`src/rtl/mem_port_arbiter.sv`:
```
// Two-owner arbiter sharing one memory bus port between instruction fetch and load/store.
// Optional bus-wait timeout abort is enabled by defining ARB_TIMEOUT_EN.
module mem_port_arbiter #(
  parameter int MAX_D_STREAK   = 4,
  parameter int TIMEOUT_CYCLES = 255
) (
  input  logic        clk,
  input  logic        reset_n,
  input  logic        if_req_i,
  input  logic [31:0] if_addr_i,
  output logic        if_ack_o,
  output logic [31:0] if_rdata_o,
  input  logic        d_req_i,
  input  logic        d_we_i,
  input  logic [3:0]  d_sel_i,
  input  logic [31:0] d_addr_i,
  input  logic [31:0] d_wdata_i,
  output logic        d_ack_o,
  output logic [31:0] d_rdata_o,
  output logic        bus_cyc_o,
  output logic        bus_we_o,
  output logic [3:0]  bus_sel_o,
  output logic [31:0] bus_addr_o,
  output logic [31:0] bus_wdata_o,
  input  logic [31:0] bus_rdata_i,
  input  logic        bus_ack_i,
  output logic [1:0]  grant_o,
  output logic        bus_err_o
);

  localparam logic [1:0] IDLE     = 2'd0;
  localparam logic [1:0] GRANT_IF = 2'd1;
  localparam logic [1:0] GRANT_D  = 2'd2;

  localparam logic [3:0] STREAK_MAX = 4'(MAX_D_STREAK);

  if (MAX_D_STREAK < 1 || MAX_D_STREAK > 15) begin : g_bad_streak
    $error("MAX_D_STREAK out of range 1..15");
  end
  if (TIMEOUT_CYCLES < 1 || TIMEOUT_CYCLES > 65535) begin : g_bad_timeout
    $error("TIMEOUT_CYCLES out of range 1..65535");
  end

  logic [1:0]  state_q,  state_d;
  logic [3:0]  streak_q, streak_d;
  logic        cyc_q,    cyc_d;
  logic        we_q,     we_d;
  logic [3:0]  sel_q,    sel_d;
  logic [31:0] addr_q,   addr_d;
  logic [31:0] wdata_q,  wdata_d;
  logic [1:0]  grant_q,  grant_d;

  logic        bus_done;
  logic        timeout_hit;
  logic        data_wins;

`ifdef ARB_TIMEOUT_EN
  localparam logic [15:0] TIMEOUT_LIM = 16'(TIMEOUT_CYCLES);

  logic [15:0] wait_q, wait_d;

  // A real ack in the timeout cycle wins, so the abort only fires without one.
  assign timeout_hit = cyc_q && !bus_ack_i && (wait_q == TIMEOUT_LIM);

  always_comb begin
    wait_d = wait_q;
    if (state_q == IDLE) begin
      wait_d = 16'd0;
    end else if (!bus_ack_i && !timeout_hit && wait_q != 16'hFFFF) begin
      wait_d = wait_q + 16'd1;
    end
  end

  always_ff @(posedge clk) begin
    if (!reset_n) begin
      wait_q <= 16'd0;
    end else begin
      wait_q <= wait_d;
    end
  end
`else
  assign timeout_hit = 1'b0;
`endif

  // Acks are suppressed during reset so an aborted transaction never completes.
  assign bus_done   = reset_n && cyc_q && (bus_ack_i || timeout_hit);
  assign if_ack_o   = bus_done && (state_q == GRANT_IF);
  assign d_ack_o    = bus_done && (state_q == GRANT_D);
  assign if_rdata_o = (if_ack_o && bus_ack_i) ? bus_rdata_i : 32'd0;
  assign d_rdata_o  = (d_ack_o  && bus_ack_i) ? bus_rdata_i : 32'd0;
  assign bus_err_o  = reset_n && timeout_hit;

  assign data_wins  = d_req_i && (!if_req_i || streak_q != STREAK_MAX);

  always_comb begin
    state_d  = state_q;
    streak_d = streak_q;
    cyc_d    = cyc_q;
    we_d     = we_q;
    sel_d    = sel_q;
    addr_d   = addr_q;
    wdata_d  = wdata_q;
    grant_d  = grant_q;
    case (state_q)
      IDLE: begin
        if (data_wins) begin
          state_d  = GRANT_D;
          cyc_d    = 1'b1;
          we_d     = d_we_i;
          sel_d    = d_sel_i;
          addr_d   = d_addr_i;
          wdata_d  = d_wdata_i;
          grant_d  = 2'b10;
          if (!if_req_i) begin
            streak_d = 4'd0;
          end else if (streak_q != STREAK_MAX) begin
            streak_d = streak_q + 4'd1;
          end
        end else if (if_req_i) begin
          state_d  = GRANT_IF;
          cyc_d    = 1'b1;
          we_d     = 1'b0;
          sel_d    = 4'hF;
          addr_d   = if_addr_i;
          wdata_d  = 32'd0;
          grant_d  = 2'b01;
          streak_d = 4'd0;
        end
      end
      GRANT_IF, GRANT_D: begin
        // Attributes are held past completion; only the cycle strobe drops.
        if (bus_done) begin
          state_d = IDLE;
          cyc_d   = 1'b0;
          grant_d = 2'b00;
        end
      end
      default: begin
        state_d = IDLE;
        cyc_d   = 1'b0;
        grant_d = 2'b00;
      end
    endcase
  end

  always_ff @(posedge clk) begin
    if (!reset_n) begin
      state_q  <= IDLE;
      streak_q <= 4'd0;
      cyc_q    <= 1'b0;
      we_q     <= 1'b0;
      sel_q    <= 4'd0;
      addr_q   <= 32'd0;
      wdata_q  <= 32'd0;
      grant_q  <= 2'b00;
    end else begin
      state_q  <= state_d;
      streak_q <= streak_d;
      cyc_q    <= cyc_d;
      we_q     <= we_d;
      sel_q    <= sel_d;
      addr_q   <= addr_d;
      wdata_q  <= wdata_d;
      grant_q  <= grant_d;
    end
  end

  assign bus_cyc_o   = cyc_q;
  assign bus_we_o    = we_q;
  assign bus_sel_o   = sel_q;
  assign bus_addr_o  = addr_q;
  assign bus_wdata_o = wdata_q;
  assign grant_o     = grant_q;

endmodule

```
`config.mk`:
```
export PLATFORM = sky130hd
export DESIGN_NAME = mem_port_arbiter
export DESIGN_NICKNAME = d
export VERILOG_FILES = /design/src/rtl/mem_port_arbiter.sv
export SDC_FILE = /design/constraint.sdc
export NUM_CORES = 1
export LEC_CHECK = 0
export CAP_MARGIN = 15
export CORE_AREA = 2 2 107 109
export DETAILED_ROUTE_END_ITERATION = 8
export DIE_AREA = 0 0 109 111
export DONT_BUFFER_PORTS = 1
export GPL_TIMING_DRIVEN = 0
export MAX_ROUTING_LAYER = met4
export PLACE_DENSITY = 0.59
export SYNTH_ARGS = -nofsm -noshare
export SYNTH_HDL_FRONTEND = slang
export SYNTH_SLANG_ARGS = --single-unit
```
`constraint.sdc`:
```
create_clock -name clk -period 2.2 [get_ports clk]
set_clock_uncertainty 0.05 [all_clocks]
set_input_delay 0 -clock clk [delete_from_list [all_inputs] [get_ports clk]]
set_output_delay 0 -clock clk [all_outputs]
set_load 0.01 [all_outputs]
```
==> flow_summary.toml <==
[floorplan]
die_area_mm2 = 0.01210
die_width_um = 109
start_util = 0.3575
core_region_area_mm2 = 0.01108
die-height_um = 111
rows = 39
top_level_ports = 277

[pwr]
peakVddDrop_uv = 396.7
power_leakage_nw = 2.169
power_per_cell_area_mw_per_mm2 = 815.9

[yosys]
ys_ff_latch = 76
syn-num-nets = 629
synth_top_family_by_area = "compound AO/OA/AOI/OAI gates"
synth_compound_area_frac = 0.2695
netlist_area_mm2 = 0.003960
avgSynthCellArea_um2 = 8.148
yosysTopAreaCell = "dfxtp_1"
seq_area_frac_synth = 0.3842
synth-adder-area-share = 0.01580
syn-instance-count = 486
synthDistinctLibCells = 31
synthXorXnorAreaFrac = 0
synth.area.mux_share = 0
post-synth-top-area-fraction = 0.3842
ys.warnings.count = 0
synthSimpleGateAreaFrac = 0.2543
yosys-top-cells-area = "dfxtp_1 38%, and3_1 10%, a211oi_2 8.2%, a211oi_1 7.2%, nand4_1 5.7%"

[timing]
tns_ps = 0
period_needed_ps = 1998
period_share = 0.9083
setup_viol = 0
drv_slew = 0
postLayoutSetupSlackWorst_ps = 201.7
rsz0062_at_grt = "no"
fmax_mhz = 500.4
relSlewSlack = 0.5895
timing.hold.ws_ps = 80.48
hold_viol = 0
worst-slew-pin-transition_ps = 615.7

[placement]
dp_hpwl_um = 10870
dp_slack_ps = 33.99
gp_congestion = 0.8492
place_inst = 629
portBuffers = 0

[worst_setup_path]
cp_max_fo = 10
ff2ff_setup_slack_ps = 200
setup.worst_path.start = "bus_cyc_o$_SDFFE_PN0P_"
r2r-end = "bus_addr_o[30]$_SDFFE_PN0P_"
r2r_start = "grant_o[0]$_SDFFE_PN0P_"
cp-end-kind = "output pin"
arrival_ps = 1950
required_ps = 2150
crit_type = "register to output pin"
worst_setup_path_start_kind = "register"
worst-r2r-cell-count = 6

[cells_and_area]
multi_input_area_mm2 = 0.002141
final-seq-area_mm2 = 0.001521
syn_to_final_growth_pct = 38.83
layout_commonest_cell = "dlygate4sd3_1"
fin_nets = 744
nFillCells = 999
drive_above_1_share = 0.1074
final_util = 0.4963
layout_common_cells = "104 x dlygate4sd3_1, 76 x dfxtp_1, 66 x and3_1"
stdcell_count = 748
diodes = 0

[route]
wirelength_um = 15790
viasPerCell = 5.939
ant_nets = 0
drtIter0Drc = 416
routedWlPerCell_um = 21.11
drt_first_pass_iters = 5
drcViolationCount = 0
vias = 4442

[clocking]
cts_tree = "built"
clockBufferDepth = 2
cts.sinks = 76
cts-root-buf = "clkbuf_16"
htree_num_levels = 3
cts_buffers = 9
clk_latency_ps = 330
clkTransAtPathRegs_ps = 60

[min_path]
hold_depth = 3
hold_path_end = "bus_addr_o[18]$_SDFFE_PN0P_"
holdCritPathClass = "primary input to register"
hold_path.startpoint = "reset_n"

[global_routing]
grt_max_degree = 14
grt_usage = 0.2574
grt_first_pass_wirelength_um = 23270
grt_pass1_vias = 4389
overflow = 0
antenna_found_initial = 0

[status]
status = "finished clean"

[job]
maxCapViolCount = 0
worst max path at each step:
stage / cells past startpoint / to
3_3_place_gp: 6 / bus_wdata_o[11]$_SDFFE_PN0P_
4_1_cts: 6 / bus_wdata_o[23]$_SDFFE_PN0P_
3_5_place_dp: 6 / bus_wdata_o[23]$_SDFFE_PN0P_
6_report: 4 / if_rdata_o[24]
5_1_grt: 6 / bus_wdata_o[23]$_SDFFE_PN0P_
2_1_floorplan: 6 / bus_wdata_o[20]$_SDFFE_PN0P_
layer usage:
layer  vias to the layer above  GRT usage  wire length (um)
li1                       2014          -                 -
met1                      2147     0.2787              6016
met2                       256     0.4431              8032
met3                        25    0.08466              1503
met4                         0    0.07521               241
met5                         -          -                 0
logic make-up (layout without fill, tap and decap cells):
group,after synthesis,count (layout)
AOI/OAI and AO/OA,150,150
adders and majority gates,5,5
buffers and inverters,65,184
DFF,76,76
other,1,1
and+or+nand+nor,189,189
timing repair:
| item | CTS | global route |
|---|---|---|
| buffers inserted | 0 | 0 |
| setup endpoints to repair | 0 | 31 |
| hold buffers | 104 | 0 |
| resized for setup | 0 | 4 |
| endpoints found under the hold margin | 71 | 0 |
stage by stage:
step | power [mW] | cell area, um^2
floorplan | 2.471 | 3960
global placement | 2.708 | 4139
detailed placement | 2.738 | 4139
CTS | 4.491 | 5495
global route | 4.709 | 5498
finish | 4.486 | 5498
report_power, final:
group	internal [mW]	switching (mW)	leakage, nW
sequential	1.57	0.231	0.628
combinational	0.429	0.671	1.39
clock	0.996	0.594	0.153
flip-flops by register name, summed over array words and instances (netlist names):
name,count
bus_sel_o,4
streak_q,4
grant_o,2
bus_we_o,1
bus_addr_o,32
bus_cyc_o,1
bus_wdata_o,32
layout make-up:
cell class / count / share of cell area
Timing Repair Buffer: 104 / 0.1893
Inverter: 5 / 0.003414
Multi-Input combinational cell: 345 / 0.3894
Buffer: 60 / 0.05121
Sequential cell: 76 / 0.2767
Clock inverter: 5 / 0.01570
Clock buffer: 10 / 0.04165
Tap cell: 143 / 0.03254
cell usage after synthesis:
master	instances
a22o_1	1
and2_1	3
o21bai_1	1
o21a_2	1
nand3_1	3
ha_1	5
a32o_1	2
buf_4	4
nand4_1	36
a211oi_2	26
and2_0	1
buf_1	5
and3_1	66
o21ai_0	36
clkbuf_1	35
nand3b_1	1
a31oi_1	2
dfxtp_1	76
nand2_1	37
buf_2	13
o21ai_2	1
nand4b_1	3
inv_1	4
a211oi_1	38
and4b_1	1
inv_2	1
nor3b_1	1
conb_1	1
nor2_1	37
a21oi_1	42
buf_6	3
worst max-delay path, cell delays in order, from the launching register on:
cell      delay, ps
dfxtp_1         460
and3_1          280
buf_2           220
clkbuf_1        270
and3_1          380
(Power assumes the default switching activity.)
